===== config.mk =====
export PLATFORM = sky130hd
export DESIGN_NAME = cla_accum
export DESIGN_NICKNAME = d
export VERILOG_FILES = /design/src/rtl/cla_pkg.sv /design/src/rtl/CLA_64bit.sv /design/src/rtl/cla_accum.sv
export SDC_FILE = /design/constraint.sdc
export NUM_CORES = 1
export LEC_CHECK = 0
export ABC_AREA = 1
export CAP_MARGIN = 25
export CORE_MARGIN = 2
export CORE_UTILIZATION = 30
export CTS_BUF_LIST = sky130_fd_sc_hd__clkbuf_8
export DETAILED_ROUTE_END_ITERATION = 6
export GPL_TIMING_DRIVEN = 0
export SLEW_MARGIN = 20
export SYNTH_ARGS = -nofsm -noshare
export SYNTH_HDL_FRONTEND = slang
export SYNTH_SLANG_ARGS = --single-unit
export TNS_END_PERCENT = 5

===== constraint.sdc =====
create_clock -name clk -period 7.35 [get_ports clk]
set_input_delay 1.8375 -clock clk [delete_from_list [all_inputs] [get_ports clk]]
set_output_delay 1.8375 -clock clk [all_outputs]
set_load 0.03 [all_outputs]

===== src/rtl/cla_pkg.sv =====
// ---------------------------------------------------------------------------
// cla_pkg
// Shared definitions for the operand-streaming accumulator around CLA_64bit.
//   WIDTH   : datapath width, fixed by the CLA instance
//   MAX_OPS : largest operand count per accumulation run
//   CNT_W   : width of num_ops and of the internal beat counter
//   state_t : accumulator FSM states
// ---------------------------------------------------------------------------
package cla_pkg;

   localparam int WIDTH   = 64;
   localparam int MAX_OPS = 16;
   localparam int CNT_W   = 5;

   typedef enum logic [1:0] {
      IDLE  = 2'd0,
      ACCUM = 2'd1,
      DONE  = 2'd2
   } state_t;

endpackage


===== src/rtl/CLA_64bit.sv =====
// ---------------------------------------------------------------------------
// CLA_64bit
// Combinational 64-bit carry-lookahead adder built from 4-bit lookahead
// groups; each group's generate/propagate pair produces the carry into the
// next group.
// Ports:
//   a, b : addends (64 bits)
//   cin  : carry into bit 0
//   sum  : a + b + cin, modulo 2^64
// ---------------------------------------------------------------------------
module CLA_64bit
   import cla_pkg::*;
(
   input  logic [WIDTH-1:0] a,
   input  logic [WIDTH-1:0] b,
   input  logic             cin,
   output logic [WIDTH-1:0] sum
);

   localparam int NGRP = WIDTH / 4;

   // c[k] is the carry into group k.
   logic [NGRP-1:0] c;

   assign c[0] = cin;

   genvar gi;
   generate
      for (gi = 0; gi < NGRP; gi++) begin : g_grp
         logic [2:0] gg;
         logic [3:0] pp;
         logic [3:0] cc;

         assign gg = a[4*gi +: 3] & b[4*gi +: 3];
         assign pp = a[4*gi +: 4] ^ b[4*gi +: 4];

         // Intra-group lookahead: every carry is a flat function of the
         // group's carry-in, with no ripple between bits.
         assign cc[0] = c[gi];
         assign cc[1] = gg[0] | (pp[0] & c[gi]);
         assign cc[2] = gg[1] | (pp[1] & gg[0]) | (pp[1] & pp[0] & c[gi]);
         assign cc[3] = gg[2] | (pp[2] & gg[1]) | (pp[2] & pp[1] & gg[0])
                      | (pp[2] & pp[1] & pp[0] & c[gi]);

         assign sum[4*gi +: 4] = pp ^ cc;

         // The top group has no successor; its carry-out is not needed
         // because overflow is detected by the caller from sum and a.
         if (gi < NGRP - 1) begin : g_next
            logic grp_g;
            logic grp_p;

            assign grp_g = (a[4*gi+3] & b[4*gi+3])
                         | (pp[3] & gg[2])
                         | (pp[3] & pp[2] & gg[1])
                         | (pp[3] & pp[2] & pp[1] & gg[0]);
            assign grp_p = &pp;
            assign c[gi+1] = grp_g | (grp_p & c[gi]);
         end
      end
   endgenerate

endmodule


===== src/rtl/cla_accum.sv =====
// ---------------------------------------------------------------------------
// cla_accum
// Streams a programmed number of 64-bit operands through CLA_64bit and
// returns their sum plus a sticky unsigned-carry flag.
// Ports:
//   clk, rst              : clock, synchronous active-high reset
//   start, num_ops, cin   : run request; count and carry-in latched in IDLE
//   in_valid/in_ready     : operand handshake, in_data is the operand
//   out_valid/out_ready   : result handshake
//   out_sum, out_carry    : accumulated sum (mod 2^64), any-add-overflowed
//   busy                  : high while accumulating or holding a result
// ---------------------------------------------------------------------------
module cla_accum
   import cla_pkg::*;
(
   input  logic             clk,
   input  logic             rst,
   input  logic             start,
   input  logic [CNT_W-1:0] num_ops,
   input  logic             cin,
   input  logic             in_valid,
   output logic             in_ready,
   input  logic [WIDTH-1:0] in_data,
   output logic             out_valid,
   input  logic             out_ready,
   output logic [WIDTH-1:0] out_sum,
   output logic             out_carry,
   output logic             busy
);

   state_t           state_reg, state_next;
   logic [WIDTH-1:0] acc_reg;
   logic [CNT_W-1:0] count_reg;
   logic [CNT_W-1:0] n_reg;
   logic             cin_reg;
   logic             flag_reg;

   logic [WIDTH-1:0] sum;
   logic [CNT_W-1:0] n_clamped;
   logic             cin_eff;
   logic             beat;
   logic             last_beat;
   logic             carry_out;

   assign n_clamped = (num_ops > CNT_W'(MAX_OPS)) ? CNT_W'(MAX_OPS) : num_ops;

   // The latched carry-in only feeds the very first add of a run.
   assign cin_eff   = cin_reg & (count_reg == '0);
   assign beat      = (state_reg == ACCUM) & in_valid;
   assign last_beat = beat & ((count_reg + CNT_W'(1)) == n_reg);

   // Unsigned overflow: the wrapped sum falls below acc, or equals it only
   // because a carry-in pushed a full 2^64 wrap (b = all ones).
   assign carry_out = (sum < acc_reg) | (cin_eff & (sum == acc_reg));

   CLA_64bit u_cla (
      .a   (acc_reg),
      .b   (in_data),
      .cin (cin_eff),
      .sum (sum)
   );

   always_comb begin
      state_next = state_reg;
      in_ready   = 1'b0;
      out_valid  = 1'b0;
      busy       = 1'b0;
      out_sum    = '0;
      out_carry  = 1'b0;
      case (state_reg)
         IDLE: begin
            if (start) begin
               state_next = (n_clamped == '0) ? DONE : ACCUM;
            end
         end
         ACCUM: begin
            in_ready = 1'b1;
            busy     = 1'b1;
            if (last_beat) begin
               state_next = DONE;
            end
         end
         DONE: begin
            out_valid = 1'b1;
            busy      = 1'b1;
            out_sum   = acc_reg;
            out_carry = flag_reg;
            if (out_ready) begin
               state_next = IDLE;
            end
         end
         default: state_next = IDLE;
      endcase
   end

   always_ff @(posedge clk) begin
      if (rst) begin
         state_reg <= IDLE;
         acc_reg   <= '0;
         count_reg <= '0;
         n_reg     <= '0;
         cin_reg   <= 1'b0;
         flag_reg  <= 1'b0;
      end else begin
         state_reg <= state_next;
         if (state_reg == IDLE && start) begin
            n_reg     <= n_clamped;
            cin_reg   <= cin;
            acc_reg   <= '0;
            count_reg <= '0;
            flag_reg  <= 1'b0;
         end
         if (beat) begin
            acc_reg   <= sum;
            flag_reg  <= flag_reg | carry_out;
            count_reg <= count_reg + CNT_W'(1);
         end
      end
   end

endmodule


== Word-level counts from Yosys, hierarchy flattened ==
Index checks and enable logic that the tools add are counted.

* $add $sub $neg: 1
* Order comparisons: 2
* Eq/ne operators: 7
* Multiplexer cells: 17
* Bitwise logic cells: 459
* Reductions and logical operators: 22

{| class="wikitable"
|+ Operator list
! operator !! count
|-
| bitwise AND 1 bit || 253
|-
| 2-to-1 mux 64 bit || 3
|-
| bitwise OR 1 bit || 158
|-
| bitwise XOR 4 bit || 32
|-
| equality test 64 bit || 1
|-
| less-than comparator 64 bit || 1
|-
| AND reduction 4 bit || 15
|-
| bitwise AND 3 bit || 16
|-
| 2-to-1 mux 5 bit || 3
|-
| zero test 5 bit || 2
|-
| 2-to-1 mux 2 bit || 4
|-
| 2-to-1 mux 1 bit || 6
|-
| inequality test 2 bit, second input constant || 3
|-
| case mux 2 bit (3 select lines) || 1
|-
| adder 5 x 1 -> 5 bit, second input constant || 1
|-
| equality test 5 bit || 1
|-
| > comparator 5 bit, second input constant || 1
|-
| AND reduction 3 bit || 1
|-
| equality test 2 x 1 -> 1 bit, second input constant || 1
|-
| equality test 2 bit, second input constant || 1
|-
| zero test 2 bit || 1
|-
| nonzero test 2 bit || 1
|-
| OR reduction 2 bit || 1
|-
| logical AND 1 bit || 1
|}

* Bits in registers: 78
* Output and inout port bits: 68
* Logic and storage cells: 514

== Depth between registers and ports, before layout ==
Gate-level depths: netlist of the first run.

* Depth in word-level cells: 42
* Mapped depth: 46
* Mapped depth without buffers: 46

== Hierarchy ==
Synthesis of the first run repeated with hierarchy kept, for this count alone.

* Cells, all modules: 1171
* Area total of the unflattened synthesis: 7928.9 um^2

{| class="wikitable"
|+ Modules (own cells, without submodules)
! module !! times used !! cells each !! area an instance (um^2) !! seq. area each (um^2)
|-
| cla_accum || 1 || 840 || 5291.3 || 1561.5
|-
| CLA_64bit || 1 || 331 || 2637.5 || 0.0
|}

== Least setup slack after synthesis of the first run ==
OpenSTA, ideal clock, no wires.

* Path kind: input-to-reg
* From: input in_data[2]
* To: register flag_reg
* Data arrival time: 6.189 ns
* Required time: 7.216 ns
* Setup slack: 1.028 ns
* Stages: 44
* Cell sequence: ha_1 -> nand2_1 -> nor2_1 -> nand3_1 -> nand2_2 -> nand2_2 -> nand2_4 -> nand2_4 -> nand2_4 -> nand2_4 -> nand2_4 -> nand2_2 -> nand2_4 -> nand2_4 -> nand2_4 -> nand2_4 -> nand2_4 -> nand2_4 -> [... 8 more ...] -> nand2_4 -> nand2_4 -> nand2_4 -> nand2_4 -> nand2_4 -> nand2_4 -> nand2_4 -> inv_1 -> fa_1 -> xnor2_1 -> ha_1 -> nand4_1 -> nor3_1 -> nor4b_1 -> nand3_1 -> a31o_2 -> a211oi_1 -> a211oi_1

* Cells in the longest elaborated chain, start to end: 42

{| class="wikitable"
|+ Ends and longest elaborated chain
! element !! RTL line !! RTL
|-
| start, declared || cla_accum.sv:23 || <nowiki>input logic [WIDTH-1:0] in_data,</nowiki>
|-
| parallel branches: the longest is 39 deep, another holds bitwise AND 3 bit || n/a ||
|-
| bitwise OR 1 bit (*) || cla_accum.sv:54 || <nowiki>assign carry_out = (sum < acc_reg) | (cin_eff & (sum == acc_reg));</nowiki>
|-
| bitwise OR 1 bit (*) || cla_accum.sv:115 || <nowiki>flag_reg <= flag_reg | carry_out;</nowiki>
|-
| 2-to-1 mux 1 bit (*) || cla_accum.sv:113 || <nowiki>if (beat) begin</nowiki>
|-
| end signal, assigned || cla_accum.sv:115 ||
|-
| end, declared || cla_accum.sv:36 || <nowiki>logic flag_reg;</nowiki>
|}

Mark *: on every way between the ends.
A chain may end at the register's enable or synchronous reset.

== Final worst setup path of the first run ==
* From: input in_data[6]
* To: register flag_reg

* Cells in the longest elaborated chain, start to end: 40

{| class="wikitable"
|+ Ends and longest elaborated chain
! element !! RTL line
|-
| parallel branches: the longest is 37 deep, another holds bitwise AND 3 bit || n/a
|-
| bitwise OR 1 bit (*) || cla_accum.sv:54
|-
| bitwise OR 1 bit (*) || cla_accum.sv:115
|-
| 2-to-1 mux 1 bit (*) || cla_accum.sv:113
|}

Marks and branches as above.

==> impl_metrics.tcl, run 1 <==
set metrics [dict create \
    status "complete, no violations" \
    place_ws_ps -581 \
    slowest_stage "clkdlybuf4s50_1" \
    rrSetupSlack_ps 1890 \
    wl_um 21100 \
    post-route-period-util 0.938 \
    io_pins 143 \
    largest_register_ffs 64 \
    grt_antenna_before_repair 0 \
    dp.cells 1613 \
    synth_flop_cell "dfxtp_1" \
    clock_path_buffers 2 \
    criticalPathCategory "input pin to flip-flop" \
    h-tree-depth 3 \
    rr_worst_depth 44 \
    grt_pass1_wl_um 33600 \
    switching_share 0.459 \
    p_int_mw 1.12 \
    dr.pass1.iters 5 \
    synth_area_per_cell_sq_um 6.89 \
    fin_cells 1633 \
    cts_tree "yes" \
    hold_depth 2 \
    power_frac_comb 0.553 \
    vias 7367 \
    hold_viol_final 0 \
    insertion_delay_ps 370 \
    ys_types 45 \
    fin_skew_ps 16.8 \
    syn_inst 1137 \
    vias_per_cell 4.51 \
    peakVddDrop_mv 0.0932 \
    port_buffers 141 \
    worst_r2r_startpoint "acc_reg[2]$_SDFFE_PP0P_" \
    cp_common_cell "nand2_4" \
    maxSlewHeadroom 0.371 \
    die_x_um 166 \
    cts-hold-fix-buffers 0 \
    rsz0062_at_grt "false" \
    crit_path_start_kind "input pin" \
    final_cell_mix "nand2_1, inv_1, clkdlybuf4s50_1" \
    coreArea_sq_um 25800 \
    setup_viol 0 \
    drv_slew 0 \
    worstPathMaxFanout 4 \
    numCtsBuffers 9 \
    die_area_sq_um 27400 \
    end_kind "flip-flop" \
    arrival_ps 7130 \
    die_height_um 166 \
    seq_area_frac_synth 0.199 \
    cts.sinks 78 \
    start_util 0.303 \
    drt_drc_violations_left 0 \
    first_iter_violations 264 \
    dp_hpwl_um 16900 \
    final_nets 1516 \
    place.gp.congestion 0.826 \
    synthArstFlopShare 0 \
    netlist_area_sq_um 7830 \
    muxShareOfSynthArea 0 \
    clk_pin_slew_ps 100 \
    track_usage 0.155 \
    grt-ovfl-total 0 \
    max_stage_delay_ps 410 \
    drv_cap 0 \
    synth_edf_count 0 \
    drive_gt1_frac 0.0593 \
    fin_crit_ps 6900 \
    fmax_mhz 145 \
    area_growth_syn_to_layout_pct 27.6 \
    worstHoldStart "n_reg[1]$_SDFFE_PP0P_" \
    r2r-end "flag_reg$_SDFFE_PP0P_" \
    p_seq_frac 0.260 \
    yosys.area_share.simple 0.275 \
    syn_nets 1360 \
    synth_top_family_by_area "simple AND/OR/NAND/NOR gates" \
    mostFrequentLayoutCell "nand2_1" \
    synth_compound_area_frac 0.122 \
    post_drt_wl_per_cell_um 12.9 \
    hold_path_class "flip-flop to flip-flop" \
    drtAntennaViolNets 0 \
    clockRootBuffer "clkbuf_8" \
    power.leakage_nw 4.94 \
    p_switching_mw 0.955 \
    worst_slack_ps 453 \
    hold_path_end "n_reg[1]$_SDFFE_PP0P_" \
    ys_warn_count 0 \
    yosys.area_share.xor_xnor 0.0436 \
    p_per_area_nw_per_um2 208 \
    synthAdderAreaFrac 0.252 \
    worstMarginPinSlew_ps 944 \
    critPathRequiredTime_ps 7580 \
    ys_ff_latch 78 \
    grt_max_degree 15 \
    grt_pass1_vias 6873 \
    clockPowerShare 0.187 \
    num_rows 59 \
    diodes 0 \
]
[worst max-delay path, delay by kind of cell]
kind	cells	cell delay, ps
XOR/XNOR	1	170
buffers and inverters	2	460
AND/OR/NAND/NOR	34	3140
adder cells (fa/ha/maj)	3	1010
AO/OA/AOI/OAI	3	490
[power by group through the flow]
stage / combinational [mW] / sequential (mW) / clock [mW]
final: 1.15 / 0.541 / 0.389
after global routing: 1.31 / 0.551 / 0.422
after CTS: 1.15 / 0.540 / 0.404
after detailed placement: 1.15 / 0.550 / 0
after global placement: 1.13 / 0.549 / 0
after floorplan: 0.818 / 0.531 / 0
[synthesized netlist by cell type (all sizes together), types with 2 or more instances]
cell / instances / area (sq um)
buf: 8 / 32.5
nand3: 40 / 210
or2: 4 / 25.0
clkbuf: 22 / 82.6
nor2: 63 / 254
a21oi: 125 / 644
dfxtp: 78 / 1560
ha: 132 / 1650
xor2: 29 / 254
xnor2: 10 / 87.6
nand4: 7 / 50.1
nand2: 343 / 1500
a211oi: 12 / 90.1
fa: 16 / 320
o221ai: 2 / 17.5
o211ai: 4 / 30.0
nor3: 10 / 61.3
o21ai: 16 / 80.1
nor4: 2 / 12.5
and2: 4 / 25.0
inv: 195 / 732
a22oi: 3 / 22.5
[logic make-up (layout without fill, tap and decap cells)]
| logic type | after synthesis | count (layout) |
|---|---|---|
| AO/OA/AOI/OAI | 171 | 171 |
| XOR/XNOR | 39 | 39 |
| adder cells (fa/ha/maj) | 148 | 148 |
| buffers and inverters | 225 | 386 |
| flip-flops | 78 | 78 |
| AND/OR/NAND/NOR | 476 | 476 |
[timing repair]
action,in CTS,in global routing
setup buffers,0,4
setup endpoints to repair,1,1
gates resized for setup,1,10
pin swaps,0,3
[layout make-up]
cell class / instances / area [sq um]
well taps: 335 / 419
repair buffers: 145 / 1450
clock buffers: 10 / 138
clock inverters: 6 / 93.8
inverters: 195 / 732
plain buffers: 30 / 115
fillers: 2747 / 15800
flip-flops and latches: 78 / 1560
multi-input cells: 834 / 5480
[how the worst max path moves through the flow]
stage	to	slack, ps	from
after floorplan	flag_reg$_SDFFE_PP0P_	1030	in_data[2]
after global placement	flag_reg$_SDFFE_PP0P_	-610	in_data[3]
after detailed placement	flag_reg$_SDFFE_PP0P_	-580	in_data[3]
after CTS	flag_reg$_SDFFE_PP0P_	3	in_data[3]
after global routing	flag_reg$_SDFFE_PP0P_	60	in_data[5]
final	flag_reg$_SDFFE_PP0P_	450	in_data[6]
[per-layer routing]
metal  vias up  routed length [um]  part of all wire  GRT usage
met1      3303               10000              0.48      0.201
met5         -                   0                 0          0
li1       3931                   -                 -          -
met3        19                 744             0.035     0.0182
met2       114               10000              0.47      0.271
met4         0                 296             0.014     0.0427
[stage by stage]
step	util	power, mW	setup TNS, ps	area [sq um]	hold WS (ps)
after floorplan	-	1.35	0	7830	454
after global placement	0.374	1.68	-614	9660	464
after detailed placement	0.374	1.70	-581	9660	468
after CTS	0.383	2.10	0	9900	483
after global routing	0.387	2.29	0	9990	504
final	0.387	2.08	0	9990	482
Power figures use the tool's default switching activity.
==> run 2, diff against run 1 <==
--- a/config.mk
+++ b/config.mk
@@ -12,7 +12,7 @@
 export CTS_BUF_LIST = sky130_fd_sc_hd__clkbuf_8
 export DETAILED_ROUTE_END_ITERATION = 6
 export GPL_TIMING_DRIVEN = 0
-export SLEW_MARGIN = 20
+export SLEW_MARGIN = 25
 export SYNTH_ARGS = -nofsm -noshare
 export SYNTH_HDL_FRONTEND = slang
 export SYNTH_SLANG_ARGS = --single-unit
==> results of run 2 <==
The final DEF is identical to that of run 1; final timing and power are the same.
